<file path="config.mk">
export PLATFORM = sky130hd
export DESIGN_NAME = fifo_ctrl_flat
export DESIGN_NICKNAME = d
export VERILOG_FILES = /design/src/rtl/fifo_ctrl_if.sv /design/src/rtl/fifo_ctrl.sv /design/src/flat_wrapper.sv
export SDC_FILE = /design/constraint.sdc
export NUM_CORES = 1
export LEC_CHECK = 0
export BUFFER_PORTS_ARGS = -buffer_cell sky130_fd_sc_hd__clkbuf_2
export CAP_MARGIN = 15
export CORE_MARGIN = 4
export CORE_UTILIZATION = 53
export CTS_CLUSTER_DIAMETER = 80
export DETAILED_ROUTE_END_ITERATION = 6
export GPL_ROUTABILITY_DRIVEN = 0
export PLACE_DENSITY = 0.81
export SKIP_CTS_REPAIR_TIMING = 1
export SLEW_MARGIN = 20
export SYNTH_ARGS = -nofsm -noshare
export SYNTH_HDL_FRONTEND = slang
export SYNTH_SLANG_ARGS = --single-unit
export TNS_END_PERCENT = 20
</file>
<file path="constraint.sdc">
create_clock -name clk_in -period 5.7 [get_ports clk_in]
set_clock_uncertainty 0.1 [all_clocks]
set_input_delay 0.57 -clock clk_in [delete_from_list [all_inputs] [get_ports clk_in]]
set_output_delay 0.57 -clock clk_in [all_outputs]
set_load 0.1 [all_outputs]
</file>
<file path="src/rtl/fifo_ctrl_if.sv">
// -----------------------------------------------------------------------------
// fifo_ctrl_if
// Handshake bundle between a FIFO producer/consumer (master) and the FIFO
// pointer/flag controller (slave).
//   master drives : wr_req, rd_req, err_clr
//   slave drives  : fifo_wenable, fifo_renable, write_ptr, read_ptr,
//                   fifo_count, fifo_full, fifo_empty, fifo_threshold,
//                   overflow_err, underflow_err
// PTR_SIZE must match the PTR_SIZE of the fifo_ctrl instance it connects to.
// -----------------------------------------------------------------------------
interface fifo_ctrl_if #(
  parameter int PTR_SIZE = 3
);
  logic                wr_req;
  logic                rd_req;
  logic                err_clr;
  logic                fifo_wenable;
  logic                fifo_renable;
  logic [PTR_SIZE-1:0] write_ptr;
  logic [PTR_SIZE-1:0] read_ptr;
  logic [PTR_SIZE:0]   fifo_count;
  logic                fifo_full;
  logic                fifo_empty;
  logic                fifo_threshold;
  logic                overflow_err;
  logic                underflow_err;

  modport master (
    output wr_req, rd_req, err_clr,
    input  fifo_wenable, fifo_renable, write_ptr, read_ptr, fifo_count,
           fifo_full, fifo_empty, fifo_threshold, overflow_err, underflow_err
  );

  modport slave (
    input  wr_req, rd_req, err_clr,
    output fifo_wenable, fifo_renable, write_ptr, read_ptr, fifo_count,
           fifo_full, fifo_empty, fifo_threshold, overflow_err, underflow_err
  );
endinterface

</file>
<file path="src/rtl/fifo_ctrl.sv">
// -----------------------------------------------------------------------------
// fifo_ctrl
// Pointer, occupancy and error-flag controller for an external FIFO storage
// array of OSTD_NUM entries (any depth >= 2, not restricted to powers of two).
//   clk_in  : single clock, rising edge
//   areset  : asynchronous active-high reset
//   bus     : fifo_ctrl_if.slave
//             in : wr_req, rd_req, err_clr
//             out: fifo_wenable/fifo_renable (combinational accept strobes),
//                  write_ptr/read_ptr, fifo_count (registered),
//                  fifo_full/fifo_empty/fifo_threshold (decoded from count),
//                  overflow_err/underflow_err (sticky)
// -----------------------------------------------------------------------------
module fifo_ctrl #(
  parameter int OSTD_NUM        = 8,
  parameter int THRESHOLD_VALUE = OSTD_NUM / 2,
  parameter int PTR_SIZE        = (OSTD_NUM > 1) ? $clog2(OSTD_NUM) : 1
) (
  input  logic      clk_in,
  input  logic      areset,
  fifo_ctrl_if.slave bus
);

  localparam int                  CNT_W    = PTR_SIZE + 1;
  localparam logic [PTR_SIZE-1:0] PTR_LAST = PTR_SIZE'(OSTD_NUM - 1);
  localparam logic [CNT_W-1:0]    CNT_FULL = CNT_W'(OSTD_NUM);
  localparam logic [CNT_W-1:0]    CNT_THR  = CNT_W'(THRESHOLD_VALUE);

  // Explicit wrap keeps non-power-of-two depths inside 0..OSTD_NUM-1.
  function automatic logic [PTR_SIZE-1:0] ptr_inc(input logic [PTR_SIZE-1:0] p);
    return (p == PTR_LAST) ? '0 : p + PTR_SIZE'(1);
  endfunction

  logic [PTR_SIZE-1:0] wptr_q, wptr_d;
  logic [PTR_SIZE-1:0] rptr_q, rptr_d;
  logic [CNT_W-1:0]    count_q, count_d;
  logic                ovf_q, ovf_d;
  logic                udf_q, udf_d;

  logic full, empty, wr_acc, rd_acc;

  assign full  = (count_q == CNT_FULL);
  assign empty = (count_q == '0);

  // No empty bypass: a pop needs a stored entry. A push into a full FIFO
  // succeeds only when a pop frees a slot in the same cycle. Strobes are
  // held low while reset is asserted.
  assign rd_acc = bus.rd_req & ~empty & ~areset;
  assign wr_acc = bus.wr_req & (~full | rd_acc) & ~areset;

  always_comb begin
    wptr_d  = wptr_q;
    rptr_d  = rptr_q;
    count_d = count_q;
    if (wr_acc) wptr_d = ptr_inc(wptr_q);
    if (rd_acc) rptr_d = ptr_inc(rptr_q);
    case ({wr_acc, rd_acc})
      2'b10:   count_d = count_q + CNT_W'(1);
      2'b01:   count_d = count_q - CNT_W'(1);
      default: count_d = count_q;
    endcase
    // Set has priority over clear so a fault in the clearing cycle is kept.
    ovf_d = (ovf_q & ~bus.err_clr) | (bus.wr_req & ~wr_acc);
    udf_d = (udf_q & ~bus.err_clr) | (bus.rd_req & ~rd_acc);
  end

  always_ff @(posedge clk_in or posedge areset) begin
    if (areset) begin
      wptr_q  <= '0;
      rptr_q  <= '0;
      count_q <= '0;
      ovf_q   <= 1'b0;
      udf_q   <= 1'b0;
    end else begin
      wptr_q  <= wptr_d;
      rptr_q  <= rptr_d;
      count_q <= count_d;
      ovf_q   <= ovf_d;
      udf_q   <= udf_d;
    end
  end

  assign bus.fifo_wenable   = wr_acc;
  assign bus.fifo_renable   = rd_acc;
  assign bus.write_ptr      = wptr_q;
  assign bus.read_ptr       = rptr_q;
  assign bus.fifo_count     = count_q;
  assign bus.fifo_full      = full;
  assign bus.fifo_empty     = empty;
  assign bus.fifo_threshold = (count_q >= CNT_THR);
  assign bus.overflow_err   = ovf_q;
  assign bus.underflow_err  = udf_q;

endmodule

</file>
<file path="src/flat_wrapper.sv">
// flat-port wrapper written by rule: the top's interface ports become plain ports
module fifo_ctrl_flat 
#(
  parameter int OSTD_NUM        = 8,
  parameter int THRESHOLD_VALUE = OSTD_NUM / 2,
  parameter int PTR_SIZE        = (OSTD_NUM > 1) ? $clog2(OSTD_NUM) : 1
)
  (clk_in, areset, bus_wr_req, bus_rd_req, bus_err_clr, bus_fifo_wenable, bus_fifo_renable, bus_write_ptr, bus_read_ptr, bus_fifo_count, bus_fifo_full, bus_fifo_empty, bus_fifo_threshold, bus_overflow_err, bus_underflow_err);
  fifo_ctrl_if #(.PTR_SIZE(PTR_SIZE)) bus_i ();
  input  logic clk_in;
  input  logic areset;
  input wire logic [$bits(bus_i.wr_req)-1:0] bus_wr_req;
  input wire logic [$bits(bus_i.rd_req)-1:0] bus_rd_req;
  input wire logic [$bits(bus_i.err_clr)-1:0] bus_err_clr;
  output wire logic [$bits(bus_i.fifo_wenable)-1:0] bus_fifo_wenable;
  output wire logic [$bits(bus_i.fifo_renable)-1:0] bus_fifo_renable;
  output wire logic [$bits(bus_i.write_ptr)-1:0] bus_write_ptr;
  output wire logic [$bits(bus_i.read_ptr)-1:0] bus_read_ptr;
  output wire logic [$bits(bus_i.fifo_count)-1:0] bus_fifo_count;
  output wire logic [$bits(bus_i.fifo_full)-1:0] bus_fifo_full;
  output wire logic [$bits(bus_i.fifo_empty)-1:0] bus_fifo_empty;
  output wire logic [$bits(bus_i.fifo_threshold)-1:0] bus_fifo_threshold;
  output wire logic [$bits(bus_i.overflow_err)-1:0] bus_overflow_err;
  output wire logic [$bits(bus_i.underflow_err)-1:0] bus_underflow_err;
  assign bus_i.wr_req = bus_wr_req;
  assign bus_i.rd_req = bus_rd_req;
  assign bus_i.err_clr = bus_err_clr;
  assign bus_fifo_wenable = bus_i.fifo_wenable;
  assign bus_fifo_renable = bus_i.fifo_renable;
  assign bus_write_ptr = bus_i.write_ptr;
  assign bus_read_ptr = bus_i.read_ptr;
  assign bus_fifo_count = bus_i.fifo_count;
  assign bus_fifo_full = bus_i.fifo_full;
  assign bus_fifo_empty = bus_i.fifo_empty;
  assign bus_fifo_threshold = bus_i.fifo_threshold;
  assign bus_overflow_err = bus_i.overflow_err;
  assign bus_underflow_err = bus_i.underflow_err;
  fifo_ctrl #(.OSTD_NUM(OSTD_NUM), .THRESHOLD_VALUE(THRESHOLD_VALUE), .PTR_SIZE(PTR_SIZE)) u_core (.clk_in(clk_in), .areset(areset), .bus(bus_i));
endmodule
</file>
---- Yosys cells after proc, flatten, opt, wreduce, memory -nomap -nowiden ----
Index checks and enable logic that the tools add are counted.
word-level totals
  register bits after elaboration ......... 12
  bits of input ports ..................... 5
  logic and storage cells ................. 37
  output and inout port bits .............. 17
operators by class
  equality and inequality tests ........... 5
  add/sub/neg operators ................... 4
  reduce and logical (&&, ||, !) cells .... 2
  order comparisons ....................... 1
  muxes and demuxes ....................... 3
  bitwise operators ....................... 17
operator list
  kind                                                                   number
  1-bit bitwise AND                                                      8
  4-bit case mux with 2 select lines                                     1
  3-bit by 1-bit adder with 3-bit output, second input constant          2
  3-bit == test, second input constant                                   2
  3-bit 2-to-1 mux                                                       2
  1-bit inverter                                                         6
  4-bit by 1-bit adder with 4-bit output, second input constant          1
  4-bit == test, second input constant                                   1
  4-bit by 3-bit >= comparator with 1-bit output, second input constant  1
  4-bit logical NOT                                                      1
  4-bit by 1-bit subtractor with 4-bit output, second input constant     1
  1-bit bitwise OR                                                       3
  2-bit by 1-bit == test with 1-bit output, second input constant        1
  2-bit == test, second input constant                                   1
  2-bit nonzero test                                                     1

---- Longest topological paths before layout ----
  depth in word-level cells ............... 10
  mapped depth ............................ 7
  gate-level depth less buffers ........... 7

---- Worst setup path before layout ----
OpenSTA, ideal clock, no wires.
  path type ............................... register -> register
  start ................................... register u_core.count_q[0] (netlist: u_core.bus.fifo_count[0])
  end ..................................... register u_core.count_q[3] (netlist: u_core.bus.fifo_count[3])
  path slack .............................. 1477 ps
  stages on the path, launching flop included .. 8
  required time ........................... 5466 ps
  data arrival time ....................... 3989 ps
  path through ............................ dfrtp_1 > nor4_4 > nor3_4 > ha_1 > ha_1 > or4b_1 > o311ai_0 > o211ai_1
between the ends
  cells in the longest elaborated chain, start to end .. 9
  elaborated cells between the ends (all ways) .. 15
ends and longest elaborated chain
  element                                                                    RTL line            text
  from (decl)                                                                fifo_ctrl.sv:36     logic [CNT_W-1:0] count_q, count_d;
  from (signal assigned)                                                     fifo_ctrl.sv:77     count_q <= count_d;
  4-bit logical NOT *                                                        fifo_ctrl.sv:43     assign empty = (count_q == '0);
  via bus_fifo_empty                                                         flat_wrapper.sv:21  output wire logic [$bits(bus_i.fifo_empty)-1:0] bus_fifo_empty;
  1-bit inverter *                                                           fifo_ctrl.sv:48     assign rd_acc = bus.rd_req & ~empty & ~areset;
  1-bit bitwise AND * (2 in series)                                          fifo_ctrl.sv:48
  via bus_fifo_renable                                                       flat_wrapper.sv:16  output wire logic [$bits(bus_i.fifo_renable)-1:0] bus_fifo_renable;
  1-bit bitwise OR                                                           fifo_ctrl.sv:49     assign wr_acc = bus.wr_req & (~full | rd_acc) & ~areset;
  1-bit bitwise AND (2 in series)                                            fifo_ctrl.sv:49
  2-bit by 1-bit == test with 1-bit output or 2-bit == test (tied branches)  fifo_ctrl.sv:57     case ({wr_acc, rd_acc})
  4-bit case mux with 2 select lines or 2-bit nonzero test (tied branches)   n/a
Mark *: on every way through the listed nets, which the timed path passes. The rest lies on a longest branch.
A chain may end at the register's enable or synchronous reset.

---- Final worst setup path ----
  start ................................... register u_core.count_q[0] (netlist: u_core.bus.fifo_count[0])
  end ..................................... register u_core.count_q[3] (netlist: u_core.bus.fifo_count[3])
between the ends
  cells in the longest elaborated chain, start to end .. 9
  elaborated cells between the ends (all ways) .. 15
ends and longest elaborated chain
  element                                                                    RTL line
  4-bit logical NOT                                                          fifo_ctrl.sv:43
  1-bit inverter                                                             fifo_ctrl.sv:48
  1-bit bitwise AND (2 in series)                                            fifo_ctrl.sv:48
  1-bit bitwise OR                                                           fifo_ctrl.sv:49
  1-bit bitwise AND (2 in series)                                            fifo_ctrl.sv:49
  2-bit by 1-bit == test with 1-bit output or 2-bit == test (tied branches)  fifo_ctrl.sv:57
  4-bit case mux with 2 select lines or 2-bit nonzero test (tied branches)   n/a
Several ways; a longest one is shown, not always the timed one.

==> flow_summary_export.csv <==
group,metric,value,unit
worst_setup_path,cp.arrival,2.77,ns
clocking,cts_buffer_depth,2,
synthesis,post_synth_most_frequent_cells,"sky130_fd_sc_hd__dfrtp_1, sky130_fd_sc_hd__inv_1, sky130_fd_sc_hd__ha_1",
synthesis,synth-edff-count,0,
synthesis,main_combinational_cell_family_by_area_after_synthesis,"simple AND/OR/NAND/NOR gates",
timing,fin_crit_sh,47.6,%
worst_setup_path,critical_path_buf_inv_count,0,
hold_path,hp-class,"input pin to asynchronous set/reset pin",
final_layout,filler_cell_count,113,
timing,achievable-frequency,0.369,GHz
floorplan,die_area,2130,um^2
routing,vias_per_cell,5.34,
timing,slew_hr,64.0,%
worst_setup_path,timing.critical_path.max_delay_family,"simple AND/OR/NAND/NOR gates",
synthesis,synth-warning-count,0,
timing,finalSetupViolCount,0,
global_routing,grt_pass1_vias,511,
routing,drc,0,
routing,drt-wirelength-per-cell,12.8,um
place,port_buffers,21,
synthesis,yosys.area_share.simple,16.3,%
synthesis,cell_count_after_synthesis,65,
synthesis,yosys.area.top_type,"sky130_fd_sc_hd__dfrtp_1",
worst_setup_path,endpoint_kind,"flop",
floorplan,design.portCount,22,
worst_setup_path,path_class,"flop to flop",
global_routing,grt_max_degree,13,
clocking,clkLatencyLatePin,0.28,ns
routing,firstDrtPassIters,3,
worst_setup_path,cp_num_cells,7,
final_layout,antenna_cells_inserted,0,
clocking,clock_tree_from_tritoncts,"yes",
run_status,run_status,"finished, final reports clean",
synthesis,synthesized_area_fraction_occupied_by_adder_cells,14.0,%
run,timing.max_cap.violations,0,
worst_setup_path,reg2reg_depth,7,
synthesis,synth_top_area_share,39.0,%
floorplan,die-width,46.1,um
timing,timing_hold_violations_final,0,
synthesis,synth_area_leaders,"sky130_fd_sc_hd__dfrtp_1, sky130_fd_sc_hd__ha_1, sky130_fd_sc_hd__mux2_2, sky130_fd_sc_hd__mux2_4, sky130_fd_sc_hd__inv_1",
final_layout,post_route_cells_drive_above_1_share,41.6,%
synthesis,synthMuxAreaShare,13.0,%
synthesis,synth-async-reset-ratio,100,%
clocking,cts_root_buffer,"sky130_fd_sc_hd__clkbuf_4",
routing,route.final.wire_length,1.34,mm
synthesis,synthesis.area_per_instance,11.8,um^2
synthesis,netlist_area,769,um^2
global_routing,grt-ovfl-total,0,
routing,via_count,555,
global_routing,antenna_violations_before_repair,0,
clocking,cts.reportedPaths.clkPinSlew,0.08,ns
worst_setup_path,cpMaxStageDelayCell,"sky130_fd_sc_hd__dfrtp_1",
synthesis,post-synth-top-count-cell,"sky130_fd_sc_hd__dfrtp_1",
final_layout,flow.area_growth_from_synthesis,20.3,%
synthesis,synth_compound_gate_area_share,10.1,%
worst_setup_path,slowest_delay,0.51,ns
floorplan,die_height,46.1,um
global_routing,gr-usage-all-layers,15.1,%
timing,worstMarginPinSlew,0.542,ns
clocking,numCtsBuffers,3,
timing,rsz0062_at_grt,"no",
timing,slew_violations,0,
synthesis,synthFlopType,"sky130_fd_sc_hd__dfrtp_1",
routing,residual_antenna_violating_net_count_after_detailed_routing,0,
timing,post_route_setup_tns,0,ns
clocking,htree_levels,1,
synthesis,synth.ff_latch_count,12,
synthesis,ys_seq_area_share,39.0,%
floorplan,start_util,57.7,%
final_layout,design.final.nets,103,
synthesis,synth_xor_xnor_area_share,2.28,%
routing,drtIter0Drc,4,
worst_setup_path,timing.critical_path.mode_cell,"sky130_fd_sc_hd__ha_1",
clocking,tritoncts_num_sinks,12,
synthesis,synth_cell_type_count,28,
worst_setup_path,worst-path-max-fanout,9,
global_routing,grt_first_pass_wirelength,2.14,mm
worst_setup_path,critical_path_cell_by_cell,"nor4b_4 -> a211o_4 -> ha_1 -> ha_1 -> or4b_1 -> o311ai_0 -> o211ai_1",
floorplan,fp.coreArea,1330,um^2
worst_setup_path,worst_ep_required_time,5.76,ns
worst_setup_path,timing.critical_path.from_type,"flop",
floorplan,core.rowCount,13,
place,dp.final_hpwl,1.07,mm
timing,final.min_clock_period,2.71,ns
synthesis,mappedNetlistNets,78,
[placed cells by master, fill, tap and decap left out]
master                      n
sky130_fd_sc_hd__a2111o_1   1
sky130_fd_sc_hd__a211o_4    1
sky130_fd_sc_hd__a21oi_1    3
sky130_fd_sc_hd__clkbuf_2  21
sky130_fd_sc_hd__clkbuf_4   3
sky130_fd_sc_hd__clkbuf_8   1
sky130_fd_sc_hd__dfrtp_1   12
sky130_fd_sc_hd__fa_1       1
sky130_fd_sc_hd__ha_1       7
sky130_fd_sc_hd__inv_1     10
sky130_fd_sc_hd__mux2_2     4
sky130_fd_sc_hd__mux2_4     3
sky130_fd_sc_hd__mux2i_1    1
sky130_fd_sc_hd__nand2_1    1
sky130_fd_sc_hd__nand3_1    1
sky130_fd_sc_hd__nand4_1    1
sky130_fd_sc_hd__nor2_1     3
sky130_fd_sc_hd__nor2b_1    1
sky130_fd_sc_hd__nor3_4     1
sky130_fd_sc_hd__nor3b_1    2
sky130_fd_sc_hd__nor4_4     1
sky130_fd_sc_hd__nor4b_4    1
sky130_fd_sc_hd__o211ai_1   1
sky130_fd_sc_hd__o21ai_0    1
sky130_fd_sc_hd__o22ai_1    2
sky130_fd_sc_hd__o311ai_0   1
sky130_fd_sc_hd__or2_2      1
sky130_fd_sc_hd__or4b_1     1
sky130_fd_sc_hd__xnor2_1    1
sky130_fd_sc_hd__xor2_1     1
[registers in the layout, summed over array words and instances, names as in the netlist]
name and cells:
u_core.bus.underflow_err 1, u_core.bus.fifo_count 4, u_core.bus.read_ptr 3, u_core.bus.write_ptr 3
u_core.bus.overflow_err 1
[cell families (layout without fill, tap and decap cells)]
logic type / Yosys count / count (layout)
and+or+nand+nor: 14 / 14
DFF: 12 / 12
buffers and inverters: 11 / 35
AOI/OAI and AO/OA: 10 / 10
adders and majority gates: 8 / 8
muxes: 8 / 8
xor gates and xnor gates: 2 / 2
[through the flow]
step                      cell area (um^2)  utilization (%)  setup slack [ns]  cells  hold WS (ns)
after floorplan                        769                -              1.48     65         0.335
after global placement                 890             66.7              3.05    100         0.420
after detailed placement               890             66.7              2.99    100         0.424
after CTS                              926             69.4              2.97    104         0.239
after global routing                   926             69.4              2.85    104         0.274
final                                  926             69.4              2.99    104         0.234
[final cells by class]
cell class	instances	area, um^2	share of cell area (%)
flip-flops and latches	12	300	32.4
inverters	10	37.5	4.05
clock buffers	4	36.3	3.92
multi-input cells	42	428	46.2
well taps	15	18.8	2.03
repair buffers	21	105	11.4
[layer usage]
layer / vias up / wire length, um / global-route usage (%) / part of all wire [%]
li1: 279 / - / - / -
met1: 252 / 606 / 18.3 / 45
met2: 19 / 567 / 21.4 / 42
met3: 5 / 122 / 5.08 / 9.1
met4: 0 / 38 / 11.9 / 2.8
met5: - / 0 / 0 / 0
[final timing paths]
kind,from,endpoint,slack (ns)
max,u_core.bus.fifo_count[0]$_DFFE_PP0P_,u_core.bus.fifo_count[3]$_DFFE_PP0P_,2.99
min,areset,u_core.bus.read_ptr[0]$_DFFE_PP0P_,0.23
max reg2reg,u_core.bus.fifo_count[0]$_DFFE_PP0P_,u_core.bus.fifo_count[3]$_DFFE_PP0P_,2.99
min reg2reg,u_core.bus.underflow_err$_DFF_PP0_,u_core.bus.underflow_err$_DFF_PP0_,0.43
max in group asynchronous,areset,u_core.bus.fifo_count[2]$_DFFE_PP0P_,4.96
min in group clk_in,bus_err_clr,u_core.bus.overflow_err$_DFF_PP0_,0.39
Power is not shown: default switching activity piles up to over one toggle a cycle in this logic, so the estimate is an artifact.
